<file path="src/rtl/storage_pkg.sv">
// Shared types and constants for the storage write-port arbiter.
// Holds the arbiter state encoding, requester indices and the default beat width.
// No logic lives here; it is imported by storage_arbiter.
package storage_pkg;

  typedef enum logic [1:0] {
    IDLE    = 2'd0,
    GRANT0  = 2'd1,
    GRANT1  = 2'd2,
    RELEASE = 2'd3
  } arb_state_t;

  // Requester indices as seen on sto_src.
  localparam logic REQ_DATAPATH = 1'b0;  // acquisition data path
  localparam logic REQ_CMD      = 1'b1;  // rs232 command processor records

  localparam int DEFAULT_DATA_W = 8;

endpackage

</file>
<file path="src/rtl/storage_arbiter.sv">
// Round-robin arbiter sharing the storage_interface write port between two requesters.
// Latency: grant registered 1 cycle after req seen in IDLE; beats pass combinationally while granted.
// Backpressure: sto_ready passes straight to the granted wr_ready; optional idle timeout via STORAGE_ARB_TIMEOUT_EN.
module storage_arbiter
  import storage_pkg::*;
#(
  parameter int DATA_W      = DEFAULT_DATA_W,
  parameter int MAX_BURST   = 16,
  parameter int TIMEOUT_CYC = 1024
) (
  input  logic              clock,
  input  logic              reset,
  input  logic              req0,
  input  logic              req1,
  output logic              gnt0,
  output logic              gnt1,
  input  logic              wr_valid0,
  input  logic              wr_valid1,
  input  logic [DATA_W-1:0] wr_data0,
  input  logic [DATA_W-1:0] wr_data1,
  input  logic              wr_last0,
  input  logic              wr_last1,
  output logic              wr_ready0,
  output logic              wr_ready1,
  output logic              sto_valid,
  output logic [DATA_W-1:0] sto_data,
  output logic              sto_last,
  output logic              sto_src,
  input  logic              sto_ready,
  output logic              busy,
  output logic              timeout_flag
);

  localparam int              CNT_W   = $clog2(MAX_BURST + 1);
  localparam logic [CNT_W-1:0] CAP_CNT = CNT_W'(MAX_BURST - 1);

  arb_state_t       state, state_nxt;
  logic             last;        // requester served most recently
  logic [CNT_W-1:0] count;       // beats accepted in the current grant
  logic             in_grant;
  logic             sel_req;
  logic             sel_last;
  logic             accept;
  logic             at_cap;
  logic             burst_end;
  logic             timeout_hit;

  assign in_grant = (state == GRANT0) || (state == GRANT1);
  assign gnt0     = (state == GRANT0);
  assign gnt1     = (state == GRANT1);
  assign busy     = (state != IDLE);

  // Datapath mux: the granted requester is wired straight through to storage.
  always_comb begin
    sto_valid = 1'b0;
    sto_data  = '0;
    sto_src   = REQ_DATAPATH;
    wr_ready0 = 1'b0;
    wr_ready1 = 1'b0;
    sel_req   = 1'b0;
    sel_last  = 1'b0;
    case (state)
      GRANT0: begin
        sto_valid = wr_valid0;
        sto_data  = wr_data0;
        sto_src   = REQ_DATAPATH;
        wr_ready0 = sto_ready;
        sel_req   = req0;
        sel_last  = wr_last0;
      end
      GRANT1: begin
        sto_valid = wr_valid1;
        sto_data  = wr_data1;
        sto_src   = REQ_CMD;
        wr_ready1 = sto_ready;
        sel_req   = req1;
        sel_last  = wr_last1;
      end
      default: ;
    endcase
  end

  assign accept   = sto_valid && sto_ready;
  assign at_cap   = (count == CAP_CNT);
  assign sto_last = sto_valid && (sel_last || at_cap);
  // A requester that dropped req keeps the grant until its in-flight beat is gone.
  assign burst_end = in_grant &&
                     ((accept && (sel_last || at_cap)) ||
                      (!sel_req && !sto_valid) ||
                      timeout_hit);

  // Next-state: round-robin pick in IDLE, one-cycle RELEASE gap between grants.
  always_comb begin
    state_nxt = state;
    case (state)
      IDLE: begin
        if (req0 && req1)  state_nxt = (last == REQ_CMD) ? GRANT0 : GRANT1;
        else if (req0)     state_nxt = GRANT0;
        else if (req1)     state_nxt = GRANT1;
      end
      GRANT0, GRANT1: if (burst_end) state_nxt = RELEASE;
      RELEASE:        state_nxt = IDLE;
      default:        state_nxt = IDLE;
    endcase
  end

  // State register.
  always_ff @(posedge clock or negedge reset) begin
    if (!reset) state <= IDLE;
    else        state <= state_nxt;
  end

  // Round-robin pointer, captured as the grant ends so IDLE sees it after RELEASE.
  always_ff @(posedge clock or negedge reset) begin
    if (!reset)         last <= REQ_CMD;
    else if (burst_end) last <= sto_src;
  end

  // Beat counter; cleared in RELEASE, cannot wrap since MAX_BURST forces release.
  always_ff @(posedge clock or negedge reset) begin
    if (!reset)                 count <= '0;
    else if (state == RELEASE)  count <= '0;
    else if (accept)            count <= count + CNT_W'(1);
  end

`ifdef STORAGE_ARB_TIMEOUT_EN
  localparam int                IDLE_W  = $clog2(TIMEOUT_CYC + 1);
  localparam logic [IDLE_W-1:0] IDLE_TC = IDLE_W'(TIMEOUT_CYC - 1);

  logic [IDLE_W-1:0] idle_cnt;

  // Fires on the TIMEOUT_CYC-th consecutive granted cycle without a valid beat.
  assign timeout_hit = in_grant && !sto_valid && (idle_cnt == IDLE_TC);

  // Idle counter: a presented beat (even a stalled one) restarts the count.
  always_ff @(posedge clock or negedge reset) begin
    if (!reset)                     idle_cnt <= '0;
    else if (!in_grant || sto_valid) idle_cnt <= '0;
    else                            idle_cnt <= idle_cnt + IDLE_W'(1);
  end

  // Flag pulses during the RELEASE cycle of a forced release only.
  always_ff @(posedge clock or negedge reset) begin
    if (!reset) timeout_flag <= 1'b0;
    else        timeout_flag <= timeout_hit && sel_req;
  end
`else
  logic unused_timeout_cfg;
  assign unused_timeout_cfg = (TIMEOUT_CYC != 0);
  assign timeout_hit        = 1'b0;
  assign timeout_flag       = 1'b0;
`endif

endmodule

</file>
<file path="config.mk">
export PLATFORM = sky130hd
export DESIGN_NAME = storage_arbiter
export DESIGN_NICKNAME = d
export VERILOG_FILES = /design/src/rtl/storage_pkg.sv /design/src/rtl/storage_arbiter.sv
export SDC_FILE = /design/constraint.sdc
export NUM_CORES = 1
export LEC_CHECK = 0
export CAP_MARGIN = 10
export CORE_UTILIZATION = 36
export DETAILED_ROUTE_END_ITERATION = 10
export GPL_TIMING_DRIVEN = 0
export HOLD_SLACK_MARGIN = 0.05
export PLACE_DENSITY = 0.78
export RECOVER_POWER = 25
export REMOVE_ABC_BUFFERS = 1
export SLEW_MARGIN = 10
export SYNTH_ARGS = -nofsm -noshare
export SYNTH_HDL_FRONTEND = slang
export SYNTH_SLANG_ARGS = --single-unit
</file>
<file path="constraint.sdc">
create_clock -name clock -period 2.4 [get_ports clock]
set_input_delay 0.48 -clock clock [delete_from_list [all_inputs] [get_ports clock]]
set_output_delay 0.48 -clock clock [all_outputs]
set_load 0.02 [all_outputs]
</file>
==> flow_summary.ini <==
[floorplanning]
placementRows = 15
fp.dieW_um = 45.8
start_util_pct = 39.1
die_h_um = 45.8
pin_count = 42
die-area_um2 = 2090
core_um2 = 1760

[worst_setup_path]
cp-start-kind = flip-flop
path_max_fanout = 13
critPathArrivalTime_ns = 1.83
reg2reg_depth = 7
rr_startpoint = count[0]
endpoint_kind = output port
worstSetupPathType = reg2out
cp.required_ns = 1.92
r2r_end = state[1]
reg2reg_slack_ns = 0.29

[cts]
cts_tree = done
cts_sinks = 8
ctsHoldBuffers = 0
clkLatencyLatePin_ns = 0.25
clockBufferDepth = 2
htreeDepth = 1
cts_buffers = 3
cts_root_buf = clkbuf_4
path_clk_slew_ns = 0.06

[global_route]
overflow = 0
grt_usage_pct = 18.0
grt_pass1_vias = 632
grt_max_degree = 19
antenna_found_initial = 0
grt_pass1_wl_um = 2660

[synth]
ys_ff_latch = 8
synth_top_area_cell = dfrtp_1
synth_top_area_share_pct = 25.4
yosysWarnings = 0
synth_mux_area_share_pct = 4.54
yosysMostFrequentCell = nor2b_1
syn-cell-area_um2 = 689
synth_area_leaders = dfrtp_1 25%, ha_1 11%, a22oi_1 8.7%
synth_top_family_by_area = compound AO/OA/AOI/OAI gates
async_flop_share_pct = 100
synthXorXnorAreaFrac_pct = 3.81
synth_ff_type = dfrtp_1
synth_compound_area_share_pct = 22.0
synth_cells = 78
seq_area_frac_synth_pct = 29.2
yosysUniqueCellTypes = 29
synth-simple-area-share_pct = 21.8
synth_edf_count = 0
synthAdderAreaFrac_pct = 10.9
synth_common_cells = 9 x nor2b_1, 8 x a22oi_1, 7 x dfrtp_1
avgSynthCellArea_um2 = 8.84

[timing]
grt_setup_unrepaired = false
final-setup-viol-count = 0
holdWs_ns = 0.539
hold_viol = 0
fin_crit_ns = 2.31
finalCritPeriodShare_pct = 96.2
maxSlewViolCount = 0
fmax_mhz = 433
fin_skew_ns = 0.00280

[route]
first_iter_violations = 12
dr.pass1.iters = 3
drtAntennaViolNets = 0
drcViolationCount = 0
drt-total-wl_um = 1710
vias = 689
detail_route.vias_per_cell = 4.85
drt-wirelength-per-cell_um = 12.0

[finish]
final_util_pct = 66.0
layoutNonFillerInstCount = 142
num_antenna_cells = 0
final_cell_area_um2 = 1160
area_growth_syn_to_layout_pct = 68.8
drive_gt1_share_pct = 13.7
final_nets = 149

[worst_hold_path]
worstHoldStart = count[3]
hold_class = reg2reg
hold_depth = 2
holdPathEnd = count[3]

[placement]
dp.cells = 136
place_congestion = 0.755
placed_area_um2 = 1090
hpwlAfterDp_um = 1340
port-buffer-count = 40

[outcome]
outcome = finished, final reports clean

[flow_run]
max-cap-violations = 0

[power]
power.total_mw = 1.38
p_per_area_nw_per_um2 = 1190
ir_worst_vdd_mv = 0.888
total_leakage_power_nw = 0.527
metrics by stage:
step / worst slack (ns) / setup TNS (ns)
2_1_floorplan: 0.255 / 0
3_5_place_dp: -0.163 / -0.298
3_3_place_gp: -0.157 / -0.280
5_1_grt: 0.00585 / 0
4_1_cts: 0.0500 / 0
6_report: 0.0920 / 0
critical path, cell delays in order (launching register included):
cell and delay [ns]:
dfrtp_2 0.44, inv_1 0.16, ha_4 0.24, and2_1 0.14, clkdlybuf4s50_1 0.59
cell families after synthesis:
group | Yosys count
AO/OA/AOI/OAI | 19
multiplexers | 3
AND/OR/NAND/NOR | 27
XOR/XNOR | 3
adder cells (fa/ha/maj) | 6
other | 1
flip-flops | 8
buffers and inverters | 11
layout make-up:
type | count | area (µm²)
inverter | 4 | 15.0
multi-input combinational | 59 | 487
clock buffer | 4 | 26.3
timing repair buffer | 42 | 402
fill | 160 | 601
tap | 25 | 31.3
sequential | 8 | 203
timing repair:
item,CTS,global route
setup endpoints to repair,15,3
resized for setup,21,2
buffers inserted,0,2
per-layer routing:
layer / wire, µm / global-route usage, % / part of all wire [%]
met3: 83 / 6.75 / 4.9
met5: 0 / 0 / 0
met4: 10 / 4.12 / 0.58
met1: 771 / 19.7 / 45
met2: 844 / 32.9 / 49
worst max-delay path by stage:
stage | from | endpoint | slack [ns] | cells after the start
5_1_grt | count[0] | sto_last | 0.006 | 6
6_report | state[0] | wr_ready1 | 0.09 | 4
3_5_place_dp | state[0] | sto_last | -0.16 | 5
2_1_floorplan | state[0] | sto_last | 0.26 | 4
3_3_place_gp | state[0] | sto_last | -0.16 | 5
4_1_cts | state[1] | wr_ready0 | 0.05 | 4
state kept, by name (all words and copies together), names as in the netlist:
| name | flops |
|---|---|
| last | 1 |
| state | 2 |
| count | 5 |
cell usage in the layout, fill, tap and decap left out, types with 2 or more instances in the layout:
cell type	instances
dlygate4sd2_1	9
clkdlybuf4s50_1	28
nand4_1	2
a22oi_1	8
nor2_1	6
ha_1	2
ha_4	3
clkbuf_4	3
inv_1	4
o21ai_0	2
buf_4	2
and2_1	3
xor2_1	2
a221o_1	2
and3_1	4
mux2i_1	2
dfrtp_1	6
a21oi_1	2
nor2b_1	9
power breakdown:
| part | internal, mW | switching (mW) |
|---|---|---|
| Combinational | 0.518 | 0.528 |
| Clock | 0.0637 | 0.0465 |
| Sequential | 0.184 | 0.0428 |
| Total | 0.765 | 0.617 |
No activity file was read; power rests on OpenSTA's default activity.
